## config.mk

```make
export PLATFORM = sky130hd
export DESIGN_NAME = call_return_unit
export DESIGN_NICKNAME = d
export VERILOG_FILES = /design/src/rtl/call_return_unit_pkg.sv /design/src/rtl/call_return_unit_depth_counter.sv /design/src/rtl/call_return_unit.sv
export SDC_FILE = /design/constraint.sdc
export NUM_CORES = 1
export LEC_CHECK = 0
export BUFFER_PORTS_ARGS = -buffer_cell sky130_fd_sc_hd__buf_2
export CELL_PAD_IN_SITES_DETAIL_PLACEMENT = 2
export CELL_PAD_IN_SITES_GLOBAL_PLACEMENT = 2
export CORE_ASPECT_RATIO = 1.5
export CORE_UTILIZATION = 36
export CTS_BUF_LIST = sky130_fd_sc_hd__clkbuf_8
export DETAILED_ROUTE_END_ITERATION = 16
export HOLD_SLACK_MARGIN = 0.1
export PLACE_DENSITY = 0.9
export SETUP_SLACK_MARGIN = 0.1
export SYNTH_ARGS = -nofsm -noshare
export SYNTH_HDL_FRONTEND = slang
export SYNTH_HIERARCHICAL = 1
export SYNTH_SLANG_ARGS = --single-unit
```

## constraint.sdc

```tcl
create_clock -name clk -period 4.55 [get_ports clk]
set_clock_uncertainty 0.05 [all_clocks]
set_input_delay 0.455 -clock clk [delete_from_list [all_inputs] [get_ports clk]]
set_output_delay 0.455 -clock clk [all_outputs]
set_load 0.01 [all_outputs]
```

## src/rtl/call_return_unit_pkg.sv

```systemverilog
// Shared types and constants for the call/return sequencer.
// Latency: none (declarations only).
// Backpressure: none (declarations only).
package call_return_unit_pkg;

    localparam int DATA_W = 8;

    typedef enum logic [2:0] {
        IDLE,
        CALL_PUSH,
        CALL_JUMP,
        RET_POP,
        RET_WAIT,
        RET_LOAD
    } state_e;

endpackage

```

## src/rtl/call_return_unit_depth_counter.sv

```systemverilog
// Tracks return-stack occupancy; flags full and empty for the sequencer.
// Latency: depth updates on the clk edge after inc/dec is seen.
// Backpressure: inc at full and dec at empty are ignored, so depth never wraps.
// Ports: clk/rst_n, inc/dec in; depth, full, empty out (all from the depth register).
module depth_counter #(
    parameter int MAX_DEPTH = 16,
    parameter int DEPTH_W   = $clog2(MAX_DEPTH + 1)
) (
    input  logic               clk,
    input  logic               rst_n,
    input  logic               inc,
    input  logic               dec,
    output logic [DEPTH_W-1:0] depth,
    output logic               full,
    output logic               empty
);

    logic [DEPTH_W-1:0] depth_q;
    logic [DEPTH_W-1:0] depth_d;

    assign full  = (depth_q == DEPTH_W'(MAX_DEPTH));
    assign empty = (depth_q == '0);
    assign depth = depth_q;

    always_comb begin
        depth_d = depth_q;
        if (inc && !full) begin
            depth_d = depth_q + DEPTH_W'(1);
        end else if (dec && !empty) begin
            depth_d = depth_q - DEPTH_W'(1);
        end
    end

    always_ff @(posedge clk or negedge rst_n) begin
        if (!rst_n) begin
            depth_q <= '0;
        end else begin
            depth_q <= depth_d;
        end
    end

endmodule

```

## src/rtl/call_return_unit.sv

```systemverilog
// CALL/RET sequencer driving an external return-address stack and the PC load port.
// Latency: CALL push at +1 and jump/done at +2; RET pop at +1 and load/done at +3 cycles.
// Backpressure: requests while busy are dropped (no queuing); full/empty requests set sticky faults.
// Ports: start_call/start_ret/pc_in/target/stack_out/clear_fault in; stack_push/stack_pop,
//        bus_out/bus_drive, pc_load/pc_value, busy/done, overflow/underflow, depth out.
module call_return_unit
    import call_return_unit_pkg::*;
#(
    parameter int MAX_DEPTH = 16
) (
    input  logic                           clk,
    input  logic                           reset,
    input  logic                           start_call,
    input  logic                           start_ret,
    input  logic [DATA_W-1:0]              pc_in,
    input  logic [DATA_W-1:0]              target,
    input  logic [DATA_W-1:0]              stack_out,
    input  logic                           clear_fault,
    output logic                           stack_push,
    output logic                           stack_pop,
    output logic [DATA_W-1:0]              bus_out,
    output logic                           bus_drive,
    output logic                           pc_load,
    output logic [DATA_W-1:0]              pc_value,
    output logic                           busy,
    output logic                           done,
    output logic                           overflow,
    output logic                           underflow,
    output logic [$clog2(MAX_DEPTH+1)-1:0] depth
);

    localparam int DEPTH_W = $clog2(MAX_DEPTH + 1);

    state_e              state_q, state_d;
    logic [DATA_W-1:0]   ret_addr_q, ret_addr_d;
    logic [DATA_W-1:0]   target_q, target_d;
    logic [DATA_W-1:0]   ret_val_q, ret_val_d;
    logic                overflow_q, overflow_d;
    logic                underflow_q, underflow_d;
    logic                ovf_set, unf_set;
    logic                full, empty;

    depth_counter #(
        .MAX_DEPTH (MAX_DEPTH),
        .DEPTH_W   (DEPTH_W)
    ) u_depth (
        .clk   (clk),
        .rst_n (reset),
        .inc   (state_q == CALL_JUMP),
        .dec   (state_q == RET_LOAD),
        .depth (depth),
        .full  (full),
        .empty (empty)
    );

    always_comb begin
        state_d    = state_q;
        ret_addr_d = ret_addr_q;
        target_d   = target_q;
        ret_val_d  = ret_val_q;
        ovf_set    = 1'b0;
        unf_set    = 1'b0;
        case (state_q)
            IDLE: begin
                // CALL has priority; a simultaneous RET is simply dropped.
                if (start_call) begin
                    if (full) begin
                        ovf_set = 1'b1;
                    end else begin
                        ret_addr_d = pc_in + 8'd1;
                        target_d   = target;
                        state_d    = CALL_PUSH;
                    end
                end else if (start_ret) begin
                    if (empty) begin
                        unf_set = 1'b1;
                    end else begin
                        state_d = RET_POP;
                    end
                end
            end
            CALL_PUSH: state_d = CALL_JUMP;
            CALL_JUMP: state_d = IDLE;
            RET_POP:   state_d = RET_WAIT;
            RET_WAIT: begin
                // Stack read data is valid the cycle after the pop strobe.
                ret_val_d = stack_out;
                state_d   = RET_LOAD;
            end
            RET_LOAD:  state_d = IDLE;
            default:   state_d = IDLE;
        endcase
        // A fresh fault outranks a coincident clear.
        overflow_d  = ovf_set | (overflow_q & ~clear_fault);
        underflow_d = unf_set | (underflow_q & ~clear_fault);
    end

    always_ff @(posedge clk or negedge reset) begin
        if (!reset) begin
            state_q     <= IDLE;
            ret_addr_q  <= '0;
            target_q    <= '0;
            ret_val_q   <= '0;
            overflow_q  <= 1'b0;
            underflow_q <= 1'b0;
        end else begin
            state_q     <= state_d;
            ret_addr_q  <= ret_addr_d;
            target_q    <= target_d;
            ret_val_q   <= ret_val_d;
            overflow_q  <= overflow_d;
            underflow_q <= underflow_d;
        end
    end

    // Outputs decode registered state only, so reset zeroes them immediately.
    assign stack_push = (state_q == CALL_PUSH);
    assign stack_pop  = (state_q == RET_POP);
    assign bus_drive  = (state_q == CALL_PUSH);
    assign bus_out    = (state_q == CALL_PUSH) ? ret_addr_q : '0;
    assign pc_load    = (state_q == CALL_JUMP) || (state_q == RET_LOAD);
    assign done       = pc_load;
    assign pc_value   = (state_q == CALL_JUMP) ? target_q :
                        (state_q == RET_LOAD)  ? ret_val_q : '0;
    assign busy       = (state_q != IDLE);
    assign overflow   = overflow_q;
    assign underflow  = underflow_q;

endmodule

```

### Yosys cells after proc, flatten, opt, wreduce, memory -nomap -nowiden

Index checks and enable logic that the tools add are counted.
Widths: inputs -> output; s select.

| word-level totals | value |
|---|---|
| word-level logic and storage cells | 53 |
| input port bits | 29 |
| flip-flop bits (word level) | 34 |

| operators by class | value |
|---|---|
| bitwise logic cells | 6 |
| muxes and demuxes | 17 |
| reduce and logical (&&, ||, !) cells | 11 |
| equal/unequal tests | 9 |
| add/sub/neg operators | 3 |

Operator list:

| cell | number |
|---|---|
| $mux 8 | 3 |
| $mux 3 | 4 |
| $pmux 3 s4 | 1 |
| $mux 5 | 2 |
| $ne 3x3->1 const B | 3 |
| $add 8x1->8 const B | 1 |
| $mux 1 | 7 |
| $eq 3x2->1 const B | 2 |
| $eq 3x3->1 const B | 2 |
| $reduce_and 3->1 | 2 |
| $add 5x1->5 const B | 1 |
| $eq 5x5->1 const B | 1 |
| $logic_not 5->1 | 1 |
| $sub 5x1->5 const B | 1 |
| $eq 3x1->1 const B | 1 |
| $logic_not 3->1 | 1 |
| $reduce_bool 3->1 | 1 |
| $and 1x1->1 | 2 |
| $logic_and 1x1->1 | 2 |
| $logic_not 1->1 | 2 |
| $not 1->1 | 2 |
| $or 1x1->1 | 2 |
| $reduce_bool 2->1 | 1 |
| $logic_or 1x1->1 | 1 |

### Logic depth before layout (Yosys ltp)

| logic depth | value |
|---|---|
| depth in word-level cells | 6 |
| mapped depth | 9 |
| mapped depth without buffers | 8 |

### Cells and area by module

Netlist, hierarchy kept.

By module, submodules not included:

| module | area each (µm²) | cells an instance | times used |
|---|---|---|---|
| call_return_unit | 1483.9 | 122 | 1 |
| depth_counter | 442.9 | 49 | 1 |

### Worst setup path before layout

Ideal clock, no wire load.

| path | value |
|---|---|
| path type | reg-to-reg |
| start | register state_q[0] |
| end | register u_depth.depth_q[4] (netlist: u_depth/depth[4]) |
| data arrival time | 2.709 ns |
| clock period less this slack | 2.846 ns |
| stages on the path, launching flop included | 10 |
| setup time | 0.087 ns |
| path slack | 1.704 ns |
| cells stage by stage | dfrtp_1 buf_6 nor3b_2 clkbuf_1 nand2b_1 fa_1 a21o_1 a2111oi_1 a211oi_1 a211oi_2 |

| on the way | value |
|---|---|
| longest elaborated chain between the ends | 3 |
| elaborated cells between the ends (all ways) | 6 |
| classes of those cells | 2 x eq/ne; 1 x mux; 3 x reduce/logical |

RTL lines:

| what | RTL line | text |
|---|---|---|
| start, declared | call_return_unit.sv:34 | `state_e state_q, state_d;` |
| start signal, assigned | call_return_unit.sv:107 | `state_q <= state_d;` |
| $eq 3x2->1 or $eq 3x3->1 (tied branches) | call_return_unit.sv:49, call_return_unit.sv:50 |  |
| $logic_and 1x1->1 (on tied branches) | call_return_unit_depth_counter.sv:27, call_return_unit_depth_counter.sv:29 |  |
| $mux 5 or $reduce_bool 2->1 (tied branches) | n/a |  |
| end signal, assigned | call_return_unit_depth_counter.sv:38 | `depth_q <= depth_d;` |
| end, declared | call_return_unit_depth_counter.sv:18 | `logic [DEPTH_W-1:0] depth_q;` |

Several ways; a longest one is shown, not always the timed one.
A chain may end at the register's enable or synchronous reset.

### Worst setup path after layout

| path | value |
|---|---|
| start | register u_depth.depth_q[0] (netlist: u_depth/depth[0]) |
| end | register u_depth.depth_q[4] (netlist: u_depth/depth[4]) |

| on the way | value |
|---|---|
| longest elaborated chain between the ends | 4 |
| elaborated cells between the ends (all ways) | 11 |
| classes of those cells | 2 x add/sub; 1 x eq/ne; 2 x mux; 6 x reduce/logical |

RTL lines:

| what | RTL line | text |
|---|---|---|
| $eq 5x5->1 * | call_return_unit_depth_counter.sv:21 | `assign full = (depth_q == DEPTH_W'(MAX_DEPTH));` |
| net full | call_return_unit.sv:41 | `logic full, empty;` |
| $logic_not 1->1 * | call_return_unit_depth_counter.sv:27 | `if (inc && !full) begin` |
| $logic_and 1x1->1 * | call_return_unit_depth_counter.sv:27 |  |
| $mux 5 or $reduce_bool 2->1 (tied branches) | n/a |  |

Mark *: on every way through the listed nets, which the timed path passes. The rest lies on a longest branch. The select of a mux whose other input is x is not followed.

==> metrics.md <==
| Metric | Value |
|---|---|
| Outcome | `finished, final reports clean` |
| Synth area leader | `dfrtp_1` |
| Min-Delay Path Class | `input port to async pin` |
| Post-synth EDFFs | `0` |
| Synth Warn # | `6` |
| Antenna-violating nets left | `0` |
| Ys async rst share | `1.00` |
| Sw Pwr | `0.623 mW` |
| Final WS setup | `1580 ps` |
| Initial DRC count | `36` |
| RePlAce Congestion | `0.732` |
| Overflow after GRT | `0` |
| Most frequent cells in the layout | `buf_2 (57), dfrtp_1 (34), o21ai_0 (14)` |
| Startpoint Class | `register` |
| Crit. End Element | `register` |
| # IOs | `58` |
| Switch share | `0.397` |
| WL/cell | `approximately 17 um` |
| Detail Placement HPWL | `4030 um` |
| Post-Syn Area | `1930 um2` |
| Final Hold Fails | `0` |
| Clock power share | `0.138` |
| Main synth FF type | `dfrtp_1` |
| Syn Nets | `205` |
| Antenna violations before repair | `0` |
| Fmax achieved | `336 MHz` |
| Final Max Tran Viols | `0` |
| Max-Cap Viols | `0` |
| # DRC | `0` |
| CTS H-tree depth | `2` |
| DRT Pass-1 Iters | `4` |
| Worst skew pair latency | `280 ps` |
| CTS tree | `yes` |
| Pre-CTS setup slack | `around 1500 ps` |
| Worst-case clock buffer depth | `2` |
| Yosys reg bits | `34` |
| Maximum VDD drop | `0.257 mV` |
| Setup CP Type | `register to register` |
| # Post-CTS Setup Buffers | `0` |
| Synth cell types | `46` |
| Die area | `about 5700 um2` |
| Mapped Cells | `roughly 170` |
| Port Buffers | `57` |
| Routed WL | `5140 um` |
| Global-route wire length before repair | `8220 um` |
| CP required | `between 4000 and 5000 ps` |
| Filler cell count | `562` |
| Share of cells above drive strength 1 | `0.405` |
| Core area | `5160 um2` |
| Slew @ Worst Pin | `1050 ps` |
| Worst-path clk slew | `approximately 70 ps` |
| Register area share after synthesis | `0.442` |
| Root Buffer | `clkbuf_8` |
| Seq pwr share | `0.368` |
| Vias per cell | `5.26` |
| Site Rows | `32` |
| # setup viols final | `0` |
| Final nets | `262` |
| Inserted Clock Buffers | `5` |
| Tmin final | `2970 ps` |
| Top post-synthesis cells by area | `dfrtp_1 (44%), mux2_2 (6.4%), mux2_4 (5.5%), a22o_1 (3.6%), o21ai_0 (3.6%)` |
| Chip Width | `61.7 um` |
| RSZ-0062 raised after global routing | `no` |
| Area Growth Syn to Fin | `20.3%` |
| Setup Total Neg Slack | `0 ps` |
| Worst slew margin | `0.297` |
| PD cells | `roughly 680 nW/um2` |
| Num Clock Sinks | `34` |
| GRT Total Usage | `0.200` |
| Comb power frac | `0.494` |
| WP data arrival | `between 3000 and 4000 ps` |
| Crit-path max FO | `6` |
| Via count | `1,551` |
| Vias in the first global route | `between 1,500 and 2,000` |
| Hold buffers post-CTS | `0` |
| Syn Area/Cell | `around 11 um2` |
| # resized after CTS | `0` |
| Proportion of netlist area held by the largest area contributor | `0.442` |
| Largest net degree at the start of global routing | `35` |
| Period utilization | `0.653` |
| Commonest non-fill, non-tap cell in the layout | `buf_2` |
| Diode count | `0` |
| Starting Density | `0.373` |
| Internal | `0.947 mW` |
| Lkg Pwr | `1.09 nW` |
| Die H | `roughly 92 um` |
## flip-flops by register name, summed over array words and instances (netlist names)
signal and count:
ret_addr_q 8, ret_val_q 8, target_q 8, u_depth/depth 5, state_q 3, overflow 1
underflow 1
## cells in the mapped netlist, types with 2 or more instances
cell type  number
buf_4           3
clkbuf_1        2
a22o_1          8
and2_1          9
nor3b_1         2
or2_2           2
nor3_1          4
xnor2_1         4
a211oi_1        4
nor2_1          5
nand3_1         5
ha_1            4
or3_1           3
a31oi_1         3
and3b_1         2
dfrtp_1        34
nand2b_1        2
mux2_2         11
buf_6           2
a221oi_1        2
inv_1           5
mux2_4          7
nor3b_2         2
a21oi_1         5
nand2_1         5
a21o_1          3
o21ai_0        14
## path summary, 6_finish.rpt
path	cells past startpoint	start	slack [ps]	end
worst min-delay path	1	reset	200	ret_val_q[6]
worst max register to register	8	u_depth/depth[0]	1580	u_depth/depth[4]
worst min register to register	1	ret_addr_q[1]	460	ret_addr_q[1]
worst max-delay path	8	u_depth/depth[0]	1580	u_depth/depth[4]
max in group asynchronous	1	reset	3750	ret_addr_q[0]
min in group clk	2	clear_fault	320	overflow
## logic make-up after synthesis
| logic type | after synthesis | share of synthesized area |
|---|---|---|
| AND/OR/NAND/NOR | 49 | 0.168 |
| AO/OA/AOI/OAI | 45 | 0.160 |
| flip-flops | 34 | 0.442 |
| multiplexers | 18 | 0.119 |
| buffers and inverters | 15 | 0.0532 |
| XOR/XNOR | 5 | 0.0227 |
| adder cells (fa/ha/maj) | 5 | 0.0364 |
## layout make-up
| type | count | area [um2] | area share |
|---|---|---|---|
| well taps | 68 | 85.1 | 0.0367 |
| clock buffers | 6 | 82.6 | 0.0356 |
| repair buffers | 59 | 300 | 0.130 |
| flip-flops and latches | 34 | 851 | 0.367 |
| multi-input cells | 122 | 973 | 0.420 |
| inverters | 6 | 25.0 | 0.0108 |
## power groups by stage
| stage | registers [mW] | logic (mW) | clock network (mW) |
|---|---|---|---|
| global placement | 0.569 | 0.738 | 0 |
| global route | 0.602 | 0.845 | 0.232 |
| finish | 0.578 | 0.775 | 0.217 |
| floorplan | 0.530 | 0.605 | 0 |
| detailed placement | 0.584 | 0.786 | 0 |
| CTS | 0.581 | 0.788 | 0.224 |
## per-stage QoR
| step | utilization | cells | hold slack [ps] | instance area (um2) | total power [mW] |
|---|---|---|---|---|---|
| after floorplan | - | 171 | 109 | 1930 | 1.14 |
| after detailed placement | 0.433 | 289 | 437 | 2230 | 1.37 |
| final | 0.449 | 295 | 198 | 2320 | 1.57 |
| after global placement | 0.433 | 289 | 441 | 2230 | 1.31 |
| after global routing | 0.449 | 295 | 247 | 2320 | 1.68 |
| after CTS | 0.449 | 295 | 223 | 2320 | 1.59 |
## metal layers
| metal | up-vias | GRT usage | part of all wire |
|---|---|---|---|
| li1 | 736 | - | - |
| met1 | 777 | 0.214 | 0.38 |
| met2 | 30 | 0.366 | 0.57 |
| met3 | 8 | 0.0399 | 0.024 |
| met4 | 0 | 0.0704 | 0.019 |
| met5 | - | 0 | 0 |
## worst max-delay path, cell delays in order, from the launching register on
cell and delay, ps:
dfrtp_1 460, nor4_1 510, and2_1 280, nand2b_1 220, ha_1 320, a21o_1 200
a2111oi_1 520, a211oi_1 120, a211oi_2 210
No activity file was read; power rests on OpenSTA's default activity.
